==> src/rtl/dma_fromhost_arb.sv <==
// Two-requester packet arbiter feeding one from-host DMA AXI-Stream channel.
// Grants are held for a whole packet and alternate between requesters on ties.
`timescale 1ns/1ps

module dma_fromhost_arb #(
    parameter int unsigned CNT_W = 16
) (
    input  logic             clk,
    input  logic             rst,

    input  logic [63:0]      s0_axis_fromhost_tdata,
    input  logic [7:0]       s0_axis_fromhost_tkeep,
    input  logic             s0_axis_fromhost_tvalid,
    input  logic             s0_axis_fromhost_tlast,
    output logic             s0_axis_fromhost_tready,

    input  logic [63:0]      s1_axis_fromhost_tdata,
    input  logic [7:0]       s1_axis_fromhost_tkeep,
    input  logic             s1_axis_fromhost_tvalid,
    input  logic             s1_axis_fromhost_tlast,
    output logic             s1_axis_fromhost_tready,

    output logic [63:0]      m_axis_fromhost_tdata,
    output logic [7:0]       m_axis_fromhost_tkeep,
    output logic             m_axis_fromhost_tvalid,
    output logic             m_axis_fromhost_tlast,
    input  logic             m_axis_fromhost_tready,
    output logic             m_axis_fromhost_tid,

    output logic             arb_busy,
    output logic [CNT_W-1:0] pkt_cnt0,
    output logic [CNT_W-1:0] pkt_cnt1
);

    typedef enum logic [1:0] {
        IDLE   = 2'd0,
        GRANT0 = 2'd1,
        GRANT1 = 2'd2
    } state_t;

    state_t state;
    logic   last_grant;
    logic   done0;
    logic   done1;

    // Final beat of the granted packet is being handed to the DMA channel.
    assign done0 = (state == GRANT0) && s0_axis_fromhost_tvalid
                   && s0_axis_fromhost_tlast && m_axis_fromhost_tready;
    assign done1 = (state == GRANT1) && s1_axis_fromhost_tvalid
                   && s1_axis_fromhost_tlast && m_axis_fromhost_tready;

    // Zero-latency stream mux; everything is forced quiet while rst is high.
    always_comb begin
        s0_axis_fromhost_tready = 1'b0;
        s1_axis_fromhost_tready = 1'b0;
        m_axis_fromhost_tdata   = 64'd0;
        m_axis_fromhost_tkeep   = 8'd0;
        m_axis_fromhost_tvalid  = 1'b0;
        m_axis_fromhost_tlast   = 1'b0;
        m_axis_fromhost_tid     = last_grant;
        arb_busy                = 1'b0;
        if (!rst) begin
            case (state)
                GRANT0: begin
                    m_axis_fromhost_tdata   = s0_axis_fromhost_tdata;
                    m_axis_fromhost_tkeep   = s0_axis_fromhost_tkeep;
                    m_axis_fromhost_tvalid  = s0_axis_fromhost_tvalid;
                    m_axis_fromhost_tlast   = s0_axis_fromhost_tlast;
                    s0_axis_fromhost_tready = m_axis_fromhost_tready;
                    m_axis_fromhost_tid     = 1'b0;
                    arb_busy                = 1'b1;
                end
                GRANT1: begin
                    m_axis_fromhost_tdata   = s1_axis_fromhost_tdata;
                    m_axis_fromhost_tkeep   = s1_axis_fromhost_tkeep;
                    m_axis_fromhost_tvalid  = s1_axis_fromhost_tvalid;
                    m_axis_fromhost_tlast   = s1_axis_fromhost_tlast;
                    s1_axis_fromhost_tready = m_axis_fromhost_tready;
                    m_axis_fromhost_tid     = 1'b1;
                    arb_busy                = 1'b1;
                end
                default: ;
            endcase
        end
    end

    // A finishing port hands over directly to a waiting peer, never to itself.
    always_ff @(posedge clk) begin
        if (rst) begin
            state      <= IDLE;
            last_grant <= 1'b1;
            pkt_cnt0   <= '0;
            pkt_cnt1   <= '0;
        end else begin
            case (state)
                IDLE: begin
                    if (s0_axis_fromhost_tvalid && (!s1_axis_fromhost_tvalid || last_grant))
                        state <= GRANT0;
                    else if (s1_axis_fromhost_tvalid)
                        state <= GRANT1;
                end
                GRANT0: begin
                    if (done0) begin
                        last_grant <= 1'b0;
                        pkt_cnt0   <= pkt_cnt0 + CNT_W'(1);
                        state      <= s1_axis_fromhost_tvalid ? GRANT1 : IDLE;
                    end
                end
                GRANT1: begin
                    if (done1) begin
                        last_grant <= 1'b1;
                        pkt_cnt1   <= pkt_cnt1 + CNT_W'(1);
                        state      <= s0_axis_fromhost_tvalid ? GRANT0 : IDLE;
                    end
                end
                default: state <= IDLE;
            endcase
        end
    end

endmodule

==> config.mk <==
export PLATFORM = sky130hd
export DESIGN_NAME = dma_fromhost_arb
export DESIGN_NICKNAME = d
export VERILOG_FILES = /design/src/rtl/dma_fromhost_arb.sv
export SDC_FILE = /design/constraint.sdc
export NUM_CORES = 1
export LEC_CHECK = 0
export BUFFER_PORTS_ARGS = -buffer_cell sky130_fd_sc_hd__buf_2
export CORE_AREA = 2 2 100 102
export CTS_BUF_LIST = sky130_fd_sc_hd__clkbuf_8 sky130_fd_sc_hd__clkbuf_16
export DETAILED_ROUTE_END_ITERATION = 16
export DIE_AREA = 0 0 102 104
export GPL_TIMING_DRIVEN = 0
export HOLD_SLACK_MARGIN = 0.06
export PLACE_DENSITY_LB_ADDON = 0.05
export SYNTH_ARGS = -nofsm -noshare
export SYNTH_HDL_FRONTEND = slang
export SYNTH_SLANG_ARGS = --single-unit
==> constraint.sdc <==
create_clock -name clk -period 2.5 [get_ports clk]
set_input_delay 0.375 -clock clk [delete_from_list [all_inputs] [get_ports clk]]
set_output_delay 0.375 -clock clk [all_outputs]
set_load 0.03 [all_outputs]
==> impl_results.md <==
* Detail Placement HPWL at 10200 um
* WL/cell at 17.4 um
* Avg Cell Area, Syn at 8.66 um^2
* Seq/Total Area, Yosys at 0.281
* Total Routing Usage GR at 0.206
* Initial core utilization at 0.261
* Critical path class: flip-flop to output port
* Primary FF master, synth: dfxtp_1
* Top-area cell type share of the netlist area at 0.281
* Nets at 714
* Max incr delay on CP at 0.34 ns
* Total CTS buffers at 5
* Post-Synthesis Cells at 288
* Top-count cell post-synth: a22o_1
* Root Buffer: clkbuf_8
* HP Class: input pin to flip-flop
* Ys async rst share at 0
* First-pass GRT wire length at 17000 um
* Largest net degree at the start of global routing at 11
* Leakage power at 0.00220 uW
* FF-to-FF path depth at 6
* Clock Latency Late Sink at 0.28 ns
* Mapped Nets at 445
* Vias at 3347
* Final ANT Viol Nets at 0
* Hold Buf Count CTS at 0
* Initial antenna violation count at 0
* Vias in the first global route at 3148
* Die width at 102 um
* Setup_tns at 0 ns
* Top cell by count, worst path: buf_4
* Hold slack at 0.419 ns
* Top cells by area, synth: dfxtp_1 28%, a22o_1 26%, xnor2_1 4.9%
* Fin crit share at 0.970
* Warnings, synthesis at 0
* Worst path slowest cell: dfxtp_2
* Area of the mapped netlist at 0.00249 mm^2
* Critical Path AT at 2.05 ns
* Share of cells above drive strength 1 at 0.550
* ANT cells at 0
* Max_slew headroom at 0.612
* Vias per cell at 4.84
* Minimum clock period at 2.42 ns
* Core Area at 0.00955 mm^2
* PD cells at 473 mW/mm^2
* Top post-synthesis cells by count: 74 x a22o_1, 35 x dfxtp_1, 24 x nor2_1, 14 x xnor2_1, 13 x nand2_1
* Final core occ at 0.440
* Max frequency at 0.413 GHz
* Post-synth EDFFs at 0
* CP Max Fanout at 10
* Grt ovf at 0
* H-tree levels at 2
* Final Hold Fails at 0
* Peak supply drop at 0.276 mV
* Placement row count at 36
* Fin. max-slew vios at 0
* Clock Skews at 0.00558 ns
* RD Place Congestion at 0.873
* Die Ht at 104 um
* CP required at 2.12 ns
* Startpoint types: flip-flop
* Post-synthesis cell type count at 41
* Cell accounting for the most synthesized area: dfxtp_1
* RSZ-0062 raised after global routing: yes
* Clk slew on worst S/H paths at 0.07 ns
* MaxCap Viol Count at 0
* Status: finished, final reports clean
* DRT Pass-1 Iters at 4
* Max clock buf depth at 2
* Port Buffers at 260
* Syn-to-layout area delta at 68.5%
* Hold path cells at 3
* Worst slew pin tran at 0.582 ns
* Fill cells at 1018
* CTS sink count at 35
* Routed WL at 12000 um
* First DRT Iteration DRCs at 123
* I/O pins at 261
* Critical Path End Type: output port
* Final setup viols at 0
* CP Cell Sequence: inv_1 -> ha_1 -> nor2b_4 -> and2_2 -> buf_6 -> buf_4 -> a22o_1 -> buf_4
* DRC at 0
* CTS tree: built
* #FFs+latches synth at 35
* Die area at 0.0106 mm^2
-- critical path: cells and delay by family (launching register included) --
kind                     cells  cell delay (ns)
buffers and inverters        4             0.57
AND/OR/NAND/NOR              2             0.35
flip-flops                   1             0.34
adder cells (fa/ha/maj)      1             0.27
AO/OA/AOI/OAI                1             0.24
-- kinds of logic (layout without fill, tap and decap cells) --
kind of cell	after synthesis	after routing	synth area share
adders and majority gates	6	6	0.0301
muxes	5	5	0.0226
and+or+nand+nor	97	97	0.232
xor gates and xnor gates	19	19	0.0667
DFF	35	35	0.281
buffers and inverters	28	298	0.0506
AOI/OAI and AO/OA	98	98	0.317
-- sequential cells by signal, summed over array words and instances (netlist names) --
signal / flops
pkt_cnt0: 16
pkt_cnt1: 16
last_grant: 1
state: 2
-- area by class of cell --
cell class	count	area (um^2)	share of cell area
Timing Repair Buffer	262	1370	0.326
Buffer	22	181	0.0432
Sequential cell	35	703	0.167
Multi-Input combinational cell	225	1680	0.399
Inverter	6	22.5	0.00536
Clock inverter	3	12.5	0.00298
Clock buffer	5	68.8	0.0164
Tap cell	133	166	0.0396
-- final timing paths --
kind                      startpoint                   endpoint  slack [ns]
max                         state[1]  m_axis_fromhost_tdata[57]        0.08
min          s0_axis_fromhost_tvalid                   state[0]        0.42
max reg2reg                 state[0]               pkt_cnt0[15]        0.53
min reg2reg             pkt_cnt0[14]               pkt_cnt0[14]        0.50
-- power by group --
part / switching (uW) / internal, uW / total [uW]
registers: 11.3 / 575 / 587
logic: 600 / 413 / 1010
clock network: 202 / 187 / 389
-- per-stage QoR --
stage               total power (uW)  setup slack, ns  instances  area, um^2
global placement                1530           -0.178        681        3970
detailed placement              1540           -0.211        681        3970
global route                    2100         -0.00411        691        4200
finish                          1990           0.0760        691        4200
CTS                             1980          0.00653        690        4150
floorplan                       1190           0.0685        288        2500
-- cells in the final DEF (no fill, tap or decap), types with 9 or more instances in the layout --
cell and instances:
buf_4 26, nor2_1 24, dfxtp_1 33, a21oi_1 12
nand2_1 13, buf_2 241, xnor2_1 14, nand4_1 9
a22o_1 74
-- metal layers --
layer  up-vias  share of wire  track usage
li1       1642              -            -
met1      1559           0.44        0.270
met2       133           0.48        0.352
met3        13          0.061       0.0349
met4         0          0.016       0.0457
met5         -              0            0
-- what timing repair did --
item | CTS | global route
cloned | 0 | 0
endpoints found under the setup margin | 72 | 70
endpoints found under the hold margin | 0 | 0
buffers inserted | 1 | 1
pin swaps | 1 | 0
gates resized for setup | 36 | 27
Note: power is estimated with default switching activity, not from simulation.
